**src/rtl/ex_operand_stage.sv**
```systemverilog
// ID/EX pipeline register with operand forwarding from the EX result and MEM load data.
// Bubbles on load-use stalls and flushes; tracks stall and forwarding perf counters.
module ex_operand_stage #(
  parameter int XLEN  = 32,
  parameter int CNT_W = 16
) (
  input  logic             clk,
  input  logic             rst,
  input  logic             stall,
  input  logic             flush,
  input  logic             fwd_ex_ex1,
  input  logic             fwd_ex_ex2,
  input  logic             fwd_mem_ex1,
  input  logic             fwd_mem_ex2,
  input  logic             in_valid,
  input  logic [XLEN-1:0]  in_rs1_data,
  input  logic [XLEN-1:0]  in_rs2_data,
  input  logic [XLEN-1:0]  in_imm,
  input  logic [4:0]       in_rd,
  input  logic             in_reg_write,
  input  logic             in_mem_read,
  input  logic             in_mem_write,
  input  logic             in_alu_src,
  input  logic [XLEN-1:0]  ex_result,
  input  logic [XLEN-1:0]  mem_rdata,
  output logic             out_valid,
  output logic [XLEN-1:0]  op_a,
  output logic [XLEN-1:0]  op_b,
  output logic [XLEN-1:0]  store_data,
  output logic [4:0]       out_rd,
  output logic             out_reg_write,
  output logic             out_mem_read,
  output logic             out_mem_write,
  output logic [CNT_W-1:0] stall_cnt,
  output logic [CNT_W-1:0] fwd_cnt
);

  typedef enum logic [1:0] {SEL_NONE, SEL_EX, SEL_MEM} sel_t;

  logic            vld_p0;
  logic [XLEN-1:0] rs1_p0, rs2_p0, imm_p0;
  logic [4:0]      rd_p0;
  logic            reg_write_p0, mem_read_p0, mem_write_p0, alu_src_p0;
  sel_t            sel1_p0, sel2_p0;
  logic            pend1, pend2;
  logic [XLEN-1:0] ex_last, mem_last;
  sel_t            sel1_nxt, sel2_nxt;
  logic [XLEN-1:0] fwd_rs1, fwd_rs2;

  function automatic logic [CNT_W-1:0] sat_inc(input logic [CNT_W-1:0] c);
    return (&c) ? c : c + CNT_W'(1);
  endfunction

  function automatic logic [XLEN-1:0] pick(input sel_t s, input logic [XLEN-1:0] ex_v,
                                           input logic [XLEN-1:0] mem_v, input logic [XLEN-1:0] reg_v);
    case (s)
      SEL_EX:  return ex_v;
      SEL_MEM: return mem_v;
      default: return reg_v;
    endcase
  endfunction

  // A MEM forward owed to an instruction held by a stall is honoured when it finally loads.
  always_comb begin
    sel1_nxt = SEL_NONE;
    sel2_nxt = SEL_NONE;
    if (fwd_ex_ex1)                sel1_nxt = SEL_EX;
    else if (fwd_mem_ex1 || pend1) sel1_nxt = SEL_MEM;
    if (fwd_ex_ex2)                sel2_nxt = SEL_EX;
    else if (fwd_mem_ex2 || pend2) sel2_nxt = SEL_MEM;
  end

  // ---- ID/EX register boundary ----
  always_ff @(posedge clk or negedge rst) begin
    if (!rst) begin
      vld_p0       <= 1'b0;
      rs1_p0       <= '0;
      rs2_p0       <= '0;
      imm_p0       <= '0;
      rd_p0        <= '0;
      reg_write_p0 <= 1'b0;
      mem_read_p0  <= 1'b0;
      mem_write_p0 <= 1'b0;
      alu_src_p0   <= 1'b0;
      sel1_p0      <= SEL_NONE;
      sel2_p0      <= SEL_NONE;
      pend1        <= 1'b0;
      pend2        <= 1'b0;
      ex_last      <= '0;
      mem_last     <= '0;
      stall_cnt    <= '0;
      fwd_cnt      <= '0;
    end else begin
      mem_last <= mem_rdata;
      if (vld_p0 && reg_write_p0) ex_last <= ex_result;
      if (flush || stall) begin
        vld_p0       <= 1'b0;
        reg_write_p0 <= 1'b0;
        mem_read_p0  <= 1'b0;
        mem_write_p0 <= 1'b0;
        alu_src_p0   <= 1'b0;
        sel1_p0      <= SEL_NONE;
        sel2_p0      <= SEL_NONE;
        pend1        <= flush ? 1'b0 : (pend1 | fwd_mem_ex1);
        pend2        <= flush ? 1'b0 : (pend2 | fwd_mem_ex2);
        if (!flush) stall_cnt <= sat_inc(stall_cnt);
      end else begin
        vld_p0       <= in_valid;
        rs1_p0       <= in_rs1_data;
        rs2_p0       <= in_rs2_data;
        imm_p0       <= in_imm;
        rd_p0        <= in_rd;
        reg_write_p0 <= in_reg_write;
        mem_read_p0  <= in_mem_read;
        mem_write_p0 <= in_mem_write;
        alu_src_p0   <= in_alu_src;
        sel1_p0      <= sel1_nxt;
        sel2_p0      <= sel2_nxt;
        pend1        <= 1'b0;
        pend2        <= 1'b0;
        if (sel1_nxt != SEL_NONE || sel2_nxt != SEL_NONE) fwd_cnt <= sat_inc(fwd_cnt);
      end
    end
  end

  assign fwd_rs1 = pick(sel1_p0, ex_last, mem_last, rs1_p0);
  assign fwd_rs2 = pick(sel2_p0, ex_last, mem_last, rs2_p0);

  assign op_a          = fwd_rs1;
  assign op_b          = alu_src_p0 ? imm_p0 : fwd_rs2;
  assign store_data    = fwd_rs2;
  assign out_valid     = vld_p0;
  assign out_rd        = rd_p0;
  assign out_reg_write = vld_p0 & reg_write_p0;
  assign out_mem_read  = vld_p0 & mem_read_p0;
  assign out_mem_write = vld_p0 & mem_write_p0;

endmodule

```
**config.mk**
```make
export PLATFORM = sky130hd
export DESIGN_NAME = ex_operand_stage
export DESIGN_NICKNAME = d
export VERILOG_FILES = /design/src/rtl/ex_operand_stage.sv
export SDC_FILE = /design/constraint.sdc
export NUM_CORES = 1
export LEC_CHECK = 0
export CAP_MARGIN = 20
export CORE_MARGIN = 2
export CORE_UTILIZATION = 40
export CTS_CLUSTER_DIAMETER = 200
export DETAILED_ROUTE_END_ITERATION = 8
export PLACE_DENSITY = 0.72
export SYNTH_ARGS = -nofsm -noshare
export SYNTH_HDL_FRONTEND = slang
export SYNTH_SLANG_ARGS = --single-unit
```
**constraint.sdc**
```tcl
create_clock -name clk -period 5.3 [get_ports clk]
set_input_delay 0.53 -clock clk [delete_from_list [all_inputs] [get_ports clk]]
set_output_delay 0.53 -clock clk [all_outputs]
set_load 0.01 [all_outputs]
```
After elaboration in Yosys (flattened, before gate mapping)
Index checks and enable logic that the tools add are counted.
{"block": "totals", "regBits": 208, "latchBits": 0, "ramBits": 0, "rom_bits": 0, "input_bits": 178, "output_inout_bits": 137, "word_cells": 61, "mem_count": 0}
{"block": "op_classes", "add_sub_neg": 2, "mul": 0, "div": 0, "magnitude_cmp": 0, "n_eq_ne": 4, "shift": 0, "muxes": 18, "n_bitwise": 9, "n_reduce_logical": 11}
{"cell": "case mux 32 bit (2 select lines)", "count": 2}
{"cell": "adder 16 x 1 -> 16 bit, second input constant", "count": 2}
{"cell": "two-way mux 32 bit", "count": 1}
{"cell": "AND reduction 16 bit", "count": 2}
{"cell": "two-way mux 2 bit", "count": 6}
{"cell": "two-way mux 1 bit", "count": 9}
{"cell": "AND reduction 3 bit", "count": 2}
{"cell": "== test 2 x 1 -> 1 bit, second input constant", "count": 2}
{"cell": "== test 2 bit, second input constant", "count": 2}
{"cell": "logical OR 1 bit", "count": 4}
{"cell": "inverter 1 bit", "count": 4}
{"cell": "nonzero test 2 bit", "count": 2}
{"cell": "AND 1 bit", "count": 3}
{"cell": "OR 1 bit", "count": 2}
{"cell": "logical AND 1 bit", "count": 1}

Logic depth before layout (Yosys ltp)
Gate-level depths: netlist of the first run.
{"block": "depth", "depth_word": 6, "mapped_depth": 7, "mapped_depth_nobuf": 5}

Least setup slack after synthesis of the first run
No wires, ideal clock.
{"block": "synth_path", "kind": "register -> output", "start": "register sel2_p0[0]", "end": "output op_b[12]", "arrival_ps": 1643, "setup_slack_ps": 3127, "path_stages_with_launch": 7, "path_cell_list": "dfrtp_1 > inv_1 > ha_1 > clkbuf_1 > clkbuf_1 > o21ai_0 > mux2_2"}
{"block": "synth_between", "elab_chain_len": 3, "elab_cells_between_ends": 4}
{"item": "from (decl)", "line": "44", "text": "sel_t sel1_p0, sel2_p0;"}
{"item": "from (signal assigned)", "line": "118", "text": "sel2_p0 <= sel2_nxt;"}
{"item": "== test 2 bit / == test 2 x 1 -> 1 bit (equally long branches)", "line": "56", "text": "case (s)"}
{"item": "case mux 32 bit (2 select lines) *", "line": "56"}
{"item": "via store_data[12]", "line": "29", "text": "output logic [XLEN-1:0] store_data,"}
{"item": "two-way mux 32 bit *", "line": "130", "text": "assign op_b = alu_src_p0 ? imm_p0 : fwd_rs2;"}
{"item": "to (decl)", "line": "28", "text": "output logic [XLEN-1:0] op_b,"}
The timed path passes the listed nets; every way through them passes the cells marked *.

Final worst setup path of the first run
{"block": "layout_path", "start": "register sel2_p0[0]", "end": "output op_b[9]"}
{"block": "layout_between", "elab_chain_len": 3, "elab_cells_between_ends": 4}
{"item": "== test 2 bit / == test 2 x 1 -> 1 bit (equally long branches)", "line": "56"}
{"item": "case mux 32 bit (2 select lines) *", "line": "56"}
{"item": "two-way mux 32 bit *", "line": "130"}
Every way passes the cells marked *; elsewhere a longest branch is shown, timed or not.

==> metrics, run 1 <==
outcome finished, final reports clean; Synth-to-Final Area Change 44.3%; total gr overflow 0; commonest cells after routing, fill and taps aside 378 x nand2_1, 313 x clkdlybuf4s50_1, 208 x dfrtp_1; area of the multi-input gates just under 0.004 mm2; commonest non-fill, non-tap cell in the layout nand2_1; CTS tree yes; setup ws final 1.66 ns; max-cap viol count 0; area post-placement approximately 0.013 mm2; fin crit share between 60 and 70%; Post-DRT Antenna Nets 0; Combinational Power Share between 20% and 30%; syn_area_per_cell a little under 10 um2; DRT iter0 DRCs 362; area leader, netlist dfrtp_1; Arrival @ worst endpoint just over 3 ns; clock network power share between 30 and 40%; RSZ-0062 raised after global routing no; WP buf/inv 2; required time of the critical path 4.77 ns; Warnings, synthesis 0; fmax 275 MHz; I/O pin total roughly 320; Worst Path Max Fanout 64; CP Cell Sequence inv_1, ha_2, o21ai_0, mux2_2, clkdlybuf4s50_1; Largest delay share family, worst path adder cells; Slew headroom between 20% and 30%; clk root buf clkbuf_16; Flop pwr share 43.7%; detailed placer's ending HPWL around 22000 um; #FFs+latches synth 208; TritonRoute pass-1 iters 4; Fillers 1964; routability congestion estimate between 0.9 and 1; Crit Path Class flip-flop to primary output; Final Instance Area approximately 0.013 mm2; Max Slew Vio Count 0; worst slew pin tran 1.10 ns; post-CTS setup repair buffer count 0; Via density a little over 5; CTS Buf Count 23; H-tree lvl count 1; clock buffer depth 3; LEAKAGE around 6 nW; port buffer count 314; clk_skew between 0.02 and 0.025 ns; gr usage total roughly a quarter; Fin. Hold Viols 0; Synth Instances 968; global-route wire length before repair ~46000 um; Mapped Nets around 1200; WL final just over 30000 um; initial antenna violation count 4; Hold Crit Class input port to asynchronous set/reset pin; share of cells above drive strength 1 under 10%; switching power approximately 0.0013 W; Worst setup EP type primary output; Via Count ~8000; Clock transition at path regs approximately 0.06 ns; switch share between 20% and 30%; Die H between 150 and 200 um; Clock Latency Late Sink 0.52 ns; Worst Setup SP sel2_p0[0]; Initial Util 41.0%; Seq/Total Area, Yosys a little under three fifths; clk sink count 208; Worst path max stage delay ~0.94 ns; # setup viols final 0; Die Footprint around 0.025 mm2; CTS hold repair buffers 0; CORE AREA between 0.02 and 0.025 mm2; dpl ws 2.18 ns; Netlist cell types 33; Final Critical Period 3.64 ns; RR Startpoint stall_cnt[0]; Cell Area, Synth around 0.0093 mm2; vias in the first global route just over 8000; Critical Path Source Type flip-flop; power per cell area 344 mW/mm2; Sequential Area roughly 0.0052 mm2; DR DRC count 0; ranking of synthesized cells by area dfrtp_1 56%, nand2_1 15%, mux2_2 8.1%; Post-CTS Resized 0; Die X between 150 and 200 um; nets@finish about 1400; routed length per instance between 15 and 20 um; largest net degree at the start of global routing 99; top cell type's share of synthesized area between 50% and 60%; P_int 0.00333 W; Max IR drop VDD between 200 and 300 uV; final setup TNS 0 ns; Critical-path top delay cell ha_2; row count 55
[worst paths after layout]
path	endpoint	slack, ns	depth (start not counted)
min in group clk	mem_last[5]	0.45	1
worst max register to register	stall_cnt[1]	3.01	5
worst min-delay path	imm_p0[22]	0.07	1
worst min register to register	imm_p0[2]	0.47	2
worst max-delay path	op_b[9]	1.66	5
max in group asynchronous	sel2_p0[1]	3.97	2
[power by group through the flow]
stage	registers [W]	clock network [W]	logic (W)
floorplan	0.00200	0	0.000430
global placement	0.00205	0	0.00103
detailed placement	0.00205	0	0.00104
CTS	0.00203	0.00161	0.00105
global route	0.00206	0.00168	0.00113
finish	0.00203	0.00157	0.00104
[flip-flops by register name (all words and copies together) (netlist names)]
signal / cells
mem_write_p0: 1
alu_src_p0: 1
ex_last: 32
stall_cnt: 16
imm_p0: 32
out_valid: 1
fwd_cnt: 16
rs2_p0: 32
reg_write_p0: 1
sel2_p0: 2
pend1: 1
pend2: 1
mem_read_p0: 1
mem_last: 32
out_rd: 5
sel1_p0: 2
rs1_p0: 32
[routing by layer]
layer | track usage [%] | vias to the layer above | wire length (um)
met1 | 29.1 | 3849 | 11800
met3 | 6.45 | 58 | 2450
met5 | 0 | - | 22
met2 | 43.5 | 299 | 15500
li1 | - | 3819 | -
met4 | 7.99 | 4 | 984
[synthesized netlist by cell type]
library cell / number
nand2_1: 378
dfrtp_1: 208
mux2_2: 67
a22oi_1: 64
o21ai_0: 64
clkbuf_1: 50
xor2_1: 27
nor4_1: 14
and2_1: 11
nand3_1: 11
nor2_1: 9
nor3_1: 9
nand4_1: 8
buf_1: 6
ha_1: 6
inv_1: 6
and4_1: 4
and3_1: 3
buf_6: 3
nor4_2: 3
buf_2: 2
nor3b_1: 2
or2_1: 2
xnor2_1: 2
a311oi_2: 1
a31o_4: 1
nand2b_1: 1
nand3b_1: 1
nor4b_1: 1
nor4b_2: 1
or2_2: 1
or3_1: 1
or4_1: 1
[through the flow]
step | std cells | hold WS, ns | utilization [%] | power (W)
CTS | 1583 | 0.0846 | 59.1 | 0.00469
finish | 1585 | 0.0713 | 59.1 | 0.00464
global placement | 1542 | 0.452 | 55.8 | 0.00308
floorplan | 968 | 0.234 | - | 0.00243
detailed placement | 1543 | 0.458 | 55.8 | 0.00309
global route | 1583 | 0.118 | 59.1 | 0.00487
[final cells by class]
class                           instances  area share [%]
Inverter                                6           0.167
Antenna cell                            2          0.0372
Tap cell                              313            2.91
Clock buffer                           34            5.10
Timing Repair Buffer                  323            24.0
Sequential cell                       208            38.7
Clock inverter                          6           0.437
Multi-Input combinational cell        693            28.7
[kinds of logic after synthesis]
group	count (synthesis)	share of synthesized area (%)
simple gates	461	20.7
xor+xnor	29	2.72
buf+inv	67	2.96
compound gates	130	8.93
fa+ha+maj	6	0.804
mux	67	8.08
flops	208	55.8
Note: power is estimated with default switching activity, not from simulation.
==> inputs of run 2 (changes only) <==
==> constraint.sdc (replaced) <==
create_clock -name clk -period 3.6 [get_ports clk]
set_input_delay 0.36 -clock clk [delete_from_list [all_inputs] [get_ports clk]]
set_output_delay 0.36 -clock clk [all_outputs]
set_load 0.01 [all_outputs]
==> metrics, run 2 (synthesis gave the netlist of run 1 again) <==
Crit Path Class flip-flop to primary output; dpl ws just under 0.7 ns; Synth-to-Final Area Change 45.6%; fmax slightly below 300 MHz; Die H 157 um; Clock Latency Late Sink about 0.52 ns; Arrival @ worst endpoint 3.06 ns; initial antenna violation count 3; hold path cells 1; worst slew pin tran slightly below 0.9 ns; min-delay src mem_rdata[8]; LEAKAGE 6.07 nW; reg2reg setup slack ~1.4 ns; post-route total power between 0.006 and 0.007 W; outcome finished, final reports clean; Fillers between 1500 and 2000; switching power 0.00191 W; global-route wire length before repair 45100 um; Fin. Hold Viols 0; Hold Crit Class input port to flip-flop; P_int about 0.005 W; Combinational Power Share ~22%; Die X roughly 160 um; RR Startpoint fwd_cnt[0]; Worst Path Max Fanout 32; Slew headroom 42.2%; routed length per instance 18.8 um; clk root buf clkbuf_16; Worst setup EP type primary output; Max IR drop VDD roughly 440 uV; CTS Buf Count 23; WL final between 20000 and 30000 um; TritonRoute pass-1 iters 5; RSZ-0062 raised after global routing no; RR Endpoint fwd_cnt[1]; largest net degree at the start of global routing roughly 110; final setup TNS 0 ns; I/O pin total between 300 and 400; power per cell area between 500 and 600 mW/mm2; CTS tree yes; clk_skew between 0.02 and 0.03 ns; total gr overflow 0; worst r2r path cells 6; H-tree lvl count 1; DR DRC count 0; Flop pwr share between 40 and 50%; clk sink count around 210; commonest cells after routing, fill and taps aside 378 x nand2_1, 313 x clkdlybuf4s50_1, 208 x dfrtp_1; gr usage total between 20% and 30%; Critical Path Source Type flip-flop; # setup viols final 0; final core utilization 59.7%; Max Slew Vio Count 0; clock network power share a little over a third; Hold Path End mem_last[8]; row count 55; vias in the first global route 8019; Post-DRT Antenna Nets 0; detailed placer's ending HPWL 21400 um; Final Critical Period 3.42 ns; Via density slightly above 5; Die Footprint between 0.02 and 0.025 mm2; switch share between 20% and 30%; clock buffer depth 3; Post-CTS Resized 0; nets@finish 1448; share of cells above drive strength 1 approximately a tenth; Via Count between 8000 and 9000; CORE AREA between 0.02 and 0.025 mm2; Clock transition at path regs 0.06 ns; fin crit share a little over nine tenths; max-cap viol count 0; routability congestion estimate roughly 0.84; Initial Util around two fifths; required time of the critical path 3.24 ns; DRT iter0 DRCs 561; commonest non-fill, non-tap cell in the layout nand2_1; setup ws final between 0.15 and 0.2 ns; port buffer count 314
run 2: changes by cell type in the layout (fill, tap and decap cells not counted), sizes merged:
cell         before  now
bufinv            1    3
clkbuf           34   33
dlygate4sd3       0    1
buf              10   18
diode             2    3
clkinv            4    2
clkinvlp          0    2
run 2: worst max-delay path by stage:
stage                    start        to  slack (ns)  cells past startpoint
floorplan           sel2_p0[0]  op_b[12]        1.60                      6
global placement    sel2_p0[0]   op_b[9]        0.68                      6
detailed placement  sel2_p0[0]   op_b[9]        0.69                      6
CTS                 sel2_p0[0]   op_b[9]        0.13                      6
global route        sel2_p0[0]  op_b[26]        0.05                      6
finish              sel2_p0[0]  op_b[10]        0.18                      6
run 2: critical path, stage by stage (launching register included):
cell,delay [ns]
dfrtp_1,0.38
inv_1,0.06
ha_2,0.61
a22oi_1,0.23
o21ai_0,0.47
mux2_2,0.25
clkdlybuf4s50_1,0.54
run 2: timing repair:
| item | 4_1_cts | 5_1_grt |
|---|---|---|
| hold endpoints to repair | 102 | 0 |
| hold buffers | 1 | 0 |
| setup buffers | 0 | 0 |
run 2: routing by layer:
layer	vias to the layer above	track usage, %	part of all wire, %
li1	3844	-	-
met1	3862	29.5	40
met2	306	40.4	49
met3	52	6.81	8.2
met4	2	7.47	3.3
met5	-	0	0.030
run 2: power by group through the flow:
stage | combinational, W | clock [W] | sequential [W]
after CTS | 0.00156 | 0.00250 | 0.00295
after global placement | 0.00153 | 0 | 0.00298
final | 0.00154 | 0.00244 | 0.00295
after floorplan | 0.000633 | 0 | 0.00295
after detailed placement | 0.00155 | 0 | 0.00298
after global routing | 0.00168 | 0.00260 | 0.00299
run 2: layout make-up:
cell class | count | area [um2] | area share, %
Sequential cell | 208 | 5200 | 38.3
Multi-Input combinational cell | 693 | 3870 | 28.5
Timing Repair Buffer | 332 | 3310 | 24.3
Clock buffer | 33 | 663 | 4.88
Tap cell | 313 | 392 | 2.88
Clock inverter | 8 | 124 | 0.912
Inverter | 6 | 22.5 | 0.166
Antenna cell | 3 | 7.51 | 0.0552
run 2: through the flow:
step,hold WS [ns],area [um2],instances
6_report,0.276,13600,1596
3_3_place_gp,0.452,12800,1550
5_1_grt,0.256,13600,1593
4_1_cts,0.256,13600,1592
3_5_place_dp,0.458,12800,1550
2_1_floorplan,0.0644,9330,968
